### src/rtl/babbage_poly_engine.sv
// Finite-difference polynomial evaluator: seeded difference table advanced n times by additions only.
// Optional BABBAGE_STREAM_EN exposes every intermediate f(k) on strm_valid/strm_data.
module babbage_poly_engine #(
  parameter int ORDER = 3,
  parameter int DW    = 24,
  parameter int NW    = 8
) (
  input  logic                         clk,
  input  logic                         arst_n,
  input  logic                         seed_we,
  input  logic [$clog2(ORDER+1)-1:0]   seed_idx,
  input  logic [DW-1:0]                seed_data,
  input  logic                         start,
  input  logic [NW-1:0]                n,
  output logic [DW-1:0]                f_out,
  output logic                         ovf,
  output logic                         done,
  output logic                         rdy
`ifdef BABBAGE_STREAM_EN
  ,
  output logic                         strm_valid,
  output logic [DW-1:0]                strm_data
`endif
);

  typedef enum logic [1:0] {IDLE, CALC, DONE} state_t;

  state_t        state, state_nxt;
  logic [DW-1:0] seed [ORDER+1];
  logic [DW-1:0] d    [ORDER+1];
  logic [NW-1:0] cnt;
  logic [DW:0]   sum0;

  // d[0] add is kept one bit wider so its carry can feed the sticky overflow
  assign sum0  = {1'b0, d[0]} + {1'b0, d[1]};
  assign rdy   = (state == IDLE);
  assign done  = (state == DONE);
  assign f_out = d[0];

  always_ff @(posedge clk or negedge arst_n) begin
    if (!arst_n) state <= IDLE;
    else         state <= state_nxt;
  end

  always_comb begin
    state_nxt = state;
    case (state)
      IDLE:    if (start) state_nxt = (n == '0) ? DONE : CALC;
      CALC:    if (cnt == NW'(1)) state_nxt = DONE;
      DONE:    state_nxt = IDLE;
      default: state_nxt = IDLE;
    endcase
  end

  always_ff @(posedge clk or negedge arst_n) begin
    if (!arst_n) begin
      for (int i = 0; i <= ORDER; i++) seed[i] <= '0;
    end else if (rdy && seed_we && int'(seed_idx) <= ORDER) begin
      seed[seed_idx] <= seed_data;
    end
  end

  // Work bank copies the pre-write seeds, so a same-cycle seed write only affects later runs
  always_ff @(posedge clk or negedge arst_n) begin
    if (!arst_n) begin
      for (int i = 0; i <= ORDER; i++) d[i] <= '0;
      cnt <= '0;
      ovf <= 1'b0;
    end else begin
      case (state)
        IDLE: if (start) begin
          for (int i = 0; i <= ORDER; i++) d[i] <= seed[i];
          cnt <= n;
          ovf <= 1'b0;
        end
        CALC: begin
          d[0] <= sum0[DW-1:0];
          for (int i = 1; i < ORDER; i++) d[i] <= d[i] + d[i+1];
          cnt <= cnt - NW'(1);
          ovf <= ovf | sum0[DW];
        end
        default: ;
      endcase
    end
  end

`ifdef BABBAGE_STREAM_EN
  always_ff @(posedge clk or negedge arst_n) begin
    if (!arst_n) begin
      strm_valid <= 1'b0;
      strm_data  <= '0;
    end else begin
      strm_valid <= (state == CALC);
      if (state == CALC) strm_data <= sum0[DW-1:0];
    end
  end
`endif

endmodule
### config.mk
export PLATFORM = sky130hd
export DESIGN_NAME = babbage_poly_engine
export DESIGN_NICKNAME = d
export VERILOG_FILES = /design/src/rtl/babbage_poly_engine.sv
export SDC_FILE = /design/constraint.sdc
export NUM_CORES = 1
export LEC_CHECK = 0
export ABC_CLOCK_PERIOD_IN_PS = 3000
export BUFFER_PORTS_ARGS = -buffer_cell sky130_fd_sc_hd__buf_2
export CAP_MARGIN = 20
export CORE_MARGIN = 5
export CORE_UTILIZATION = 64
export CTS_BUF_LIST = sky130_fd_sc_hd__clkbuf_4 sky130_fd_sc_hd__clkbuf_8
export CTS_CLUSTER_DIAMETER = 80
export CTS_CLUSTER_SIZE = 28
export DETAILED_ROUTE_END_ITERATION = 6
export GPL_TIMING_DRIVEN = 0
export PLACE_DENSITY = 0.83
export SLEW_MARGIN = 20
export SYNTH_ARGS = -nofsm -noshare
export SYNTH_HDL_FRONTEND = slang
export SYNTH_SLANG_ARGS = --single-unit
### constraint.sdc
create_clock -name clk -period 3 [get_ports clk]
set_clock_uncertainty 0.1 [all_clocks]
set_input_delay 0.75 -clock clk [delete_from_list [all_inputs] [get_ports clk]]
set_output_delay 0.75 -clock clk [all_outputs]
set_load 0.01 [all_outputs]
[Word level (Yosys, flattened, before mapping)]
Cells that the tools add are included.
Storage, ports and cells
  flip-flop bits (word level): 203
  bits of input ports: 38
  output and inout bits: 27
  word-level logic and storage cells: 45
Operators by class
  add/subtract/negate cells: 4
  $lt $le $gt $ge: 2
  equality and inequality tests: 5
  multiplexer cells: 13
  bitwise logic cells: 2
  reduce and logical (&&, ||, !) cells: 8
Operator list (count)
  $pmux 72 s2: 1
  $bwmux 96: 1
  $mux 96: 1
  $add 24x24->24: 2
  $demux 24 s2: 1
  $add 24x24->25: 1
  $mux 24: 1
  $pmux 8 s2: 1
  $eq 8x1->1 const B: 1
  $logic_not 8->1: 1
  $mux 8: 1
  $sub 8x1->8 const B: 1
  $mux 2: 3
  $reduce_and 2->1: 3
  $ne 2x2->1 const B: 2
  $pmux 2 s2: 1
  $ge 3x3->1 const B: 1
  $lt 3x1->1 const B: 1
  $not 2->3: 1
  $eq 2x1->1 const B: 1
  $eq 2x2->1 const B: 1
  $logic_and 1x1->1: 2
  $logic_not 2->1: 1
  $pmux 1 s2: 1
  3 further kinds: 3

[Logic depth before layout (Yosys ltp)]
  depth after elaboration: 6
  depth in mapped cells: 11
  gate-level depth less buffers: 11

[Worst setup path before layout]
Ideal clock, no wire load.
  path type: register -> register
  start: reg d[24] (netlist bit)
  end: reg d[70] (netlist bit)
  setup time: 0.126 ns
  arrival time: 2.489 ns
  required time: 2.774 ns
  path slack: 0.285 ns
  stages on the path, launching flop included: 11
  buffers on the path: 0
  clock period less this slack: 2.715 ns
  cells stage by stage: dfrtp_1 > ha_1 > fa_1 > a211oi_1 > o21bai_1 > a32oi_2 > a31oi_4 > a211oi_2 > a21oi_2 > mux2i_1 > a221o_1
Between the ends
  word-level cells in the longest chain between the ends: 2
RTL lines
  from (decl): RTL line 30  | logic [DW-1:0] d [ORDER+1];
  $add 24x24->24: RTL line 78  | for (int i = 1; i < ORDER; i++) d[i] <= d[i] + d[i+1];
  $pmux 72 s2: RTL line 70  | case (state)
No other way between the ends.
A chain may end at the register's enable or synchronous reset.

[Worst setup path in the final report]
  start: reg d[48] (netlist bit)
  end: reg d[70] (netlist bit)
The elaborated chain is that of the path after synthesis.

==> impl_metrics.yaml <==
cells_and_area:
  final_cells: 1516
  fin_area_um2: 13400
  area_growth_pct: 9.40
  nNetsFinal: 1388
  n_antenna_cell: 0
  drive_above_1_share_pct: 19.7
  fillers: 1412
setup_path:
  arrival_ns: 3.29
  rrSetupSlack_ns: 0.05
  crit_path_max_fanout: 4
  r2r_cells: 11
  timing.rr.end: "d[70]"
  required_ns: 3.33
  cp-end-kind: "flip-flop"
  crit_type: "flip-flop to flip-flop"
  timing.rr.start: "d[48]"
  critPathLaunchType: "flip-flop"
grt:
  grt_pass1_wl_um: 54700
  top_usage_layer: "met2"
  met3_usage_pct: 3.96
  use_met1_pct: 43.6
  grtUsageMet2_pct: 49.9
  antenna_found_initial: 0
  grt_pass1_vias: 10000
  grt-ovfl-total: 0
  track_usage_pct: 31.6
  grt_max_degree: 85
placed_design:
  io_buffer_count: 63
  hpwl_um: 25700
  place_inst: 1488
  gp_congestion: 0.945
  placed_cell_area_um2: 12900
  dp_slack_ns: -0.554
floorplan:
  start_util_pct: 65.2
  rows: 50
  dieArea_um2: 22000
  die_w_um: 148
  dieHeight_um: 148
  fp.coreArea_um2: 18800
  ioPinCount: 65
clock_network:
  cts_hold_buf: 0
  clk_path_buf_depth: 3
  cts_tree: "done"
  cts.sinks: 203
  clk_latency_ns: 0.55
  cts_made_buffers: 14
  cts-root-buf: "clkbuf_8"
  clk_pin_slew_ns: 0.15
  cts_max_level: 1
sta:
  layout_setup_ws_ns: 0.0454
  period_needed_ns: 2.95
  drv_slew: 0
  relSlewSlack_pct: 37.2
  max_clock_freq_ghz: 0.338
  rsz0062_at_grt: "yes"
  tns_ns: 0
  fin_crit_sh_pct: 98.5
  hold_violations: 0
  worst_slew_pin_slew_ns: 0.943
  setup_violations: 0
synth:
  yosysSeqAreaShare_pct: 41.5
  synthArstFlopShare_pct: 100
  yosysWarningCount: 0
  synth_nets: 1302
  synth_cells: 1189
  synth_cell_type_count: 72
  synth_area_um2: 12200
  synth_area_per_cell_um2: 10.3
  synth_seq_cells: 203
  yosys-top-cells-area: "dfrtp_1, mux2_2, ha_1"
  ys.flop_type: "dfrtp_1"
  yosysTopAreaCellShare_pct: 41.5
  synth_edf_count: 0
  synth_area_leader_cell: "dfrtp_1"
status:
  outcome: "finished clean"
detailed_routing:
  drt.antenna.violating_nets: 0
  drtPass1Iterations: 5
  wl_per_cell_um: 22.9
  num_vias: 10100
  routed_wirelength_um: 34700
  post-route-drc-count: 0
  drt-vias-per-instance: 6.69
  drt_iter0_markers: 856
job:
  cap_violations: 0
power:
  powerDensity_nw_per_um2: 1300
  ir_drop_uv: 679
  power_leakage_nw: 6.24
min_path:
  hold_path_class: "input port to async pin"
## per-layer routing
layer	vias to the layer above	share of wire (%)
met1	4954	42
li1	4623	-
met5	-	0
met4	0	5.9
met2	453	45
met3	113	7.5
## registers in the layout, indices dropped and copies added (netlist names)
register	cells
d	72
ovf	1
f_out	24
state	2
seed	96
cnt	8
## power breakdown
group,internal (W),switching [W]
clock,0.000690,0.000992
sequential,0.00392,0.00110
combinational,0.00486,0.00582
## worst max-delay path by stage
| stage | from | endpoint | slack (ns) | cells past startpoint |
|---|---|---|---|---|
| finish | d[48] | d[70] | 0.05 | 11 |
| global route | d[48] | d[68] | -0.04 | 12 |
| CTS | state[0] | seed[75] | 0.004 | 6 |
| detailed placement | start | d[60] | -0.55 | 6 |
| global placement | arst_n | f_out[7] | -2.26 | 1 |
| floorplan | d[24] | d[70] | 0.29 | 10 |
## repair_timing
item | in CTS | in global routing
buffers inserted | 2 | 4
pin swaps | 3 | 8
endpoints found under the setup margin | 9 | 45
gates resized for setup | 9 | 18
## metrics by stage
step	total power, W	hold WS [ns]	util (%)
6_report	0.0174	0.00204	71.4
4_1_cts	0.0170	0.0156	70.8
3_5_place_dp	0.0152	0.373	68.8
2_1_floorplan	0.0128	0.350	-
5_1_grt	0.0188	0.0325	71.4
3_3_place_gp	0.0148	0.364	68.5
## cell families (layout without fill, tap and decap cells)
logic type                 after synthesis  after routing  share of synthesized area, %
AOI/OAI and AO/OA                      420            420                          22.7
xor gates and xnor gates                54             54                          3.86
adders and majority gates               75             75                          7.85
buffers and inverters                  106            199                          4.12
DFF                                    203            203                          41.5
muxes                                  129            129                          11.8
and+or+nand+nor                        202            202                          8.23
## cell type report
| class | count | area (um^2) | area share [%] |
|---|---|---|---|
| flip-flops and latches | 203 | 5080 | 37.9 |
| clock inverters | 7 | 118 | 0.878 |
| inverters | 26 | 97.6 | 0.729 |
| multi-input cells | 880 | 6760 | 50.4 |
| plain buffers | 79 | 408 | 3.05 |
| clock buffers | 16 | 214 | 1.60 |
| repair buffers | 71 | 425 | 3.18 |
| well taps | 234 | 293 | 2.19 |
## cells in the final DEF (no fill, tap or decap), types with 33 or more instances in the layout
master,count
ha_1,69
o22a_1,43
o22ai_1,57
a21o_1,33
dfrtp_1,202
nor2_1,51
mux2_2,87
buf_2,69
nand2_1,55
clkbuf_1,40
a21oi_1,118
## synthesized netlist by cell type (all sizes together), types with 4 or more instances
library cell,n
nand3,18
a21o,33
a211oi,19
nor3,11
dfrtp,203
o21ai,63
inv,26
mux2,119
o22ai,57
ha,72
a22oi,24
a21oi,122
and2,4
nor2b,9
o21bai,4
clkbuf,43
o22a,43
o211ai,8
xor2,28
nand2b,11
o221ai,4
mux2i,10
or4,5
nor2,52
o21a,6
nand4,4
nand2,55
or3,6
and3,8
a31oi,10
xnor2,26
buf,37
a221oi,4
## critical path, cell delays in order (launching register included)
cell      delay, ns
dfrtp_1        0.43
buf_4          0.15
ha_2           0.19
fa_2           0.38
a211oi_2       0.22
o21bai_2       0.11
a32oi_2        0.27
a31oi_4        0.17
a211oi_4       0.28
a21oi_2        0.09
mux2i_1        0.13
a221o_1        0.32
(Power assumes the default switching activity.)
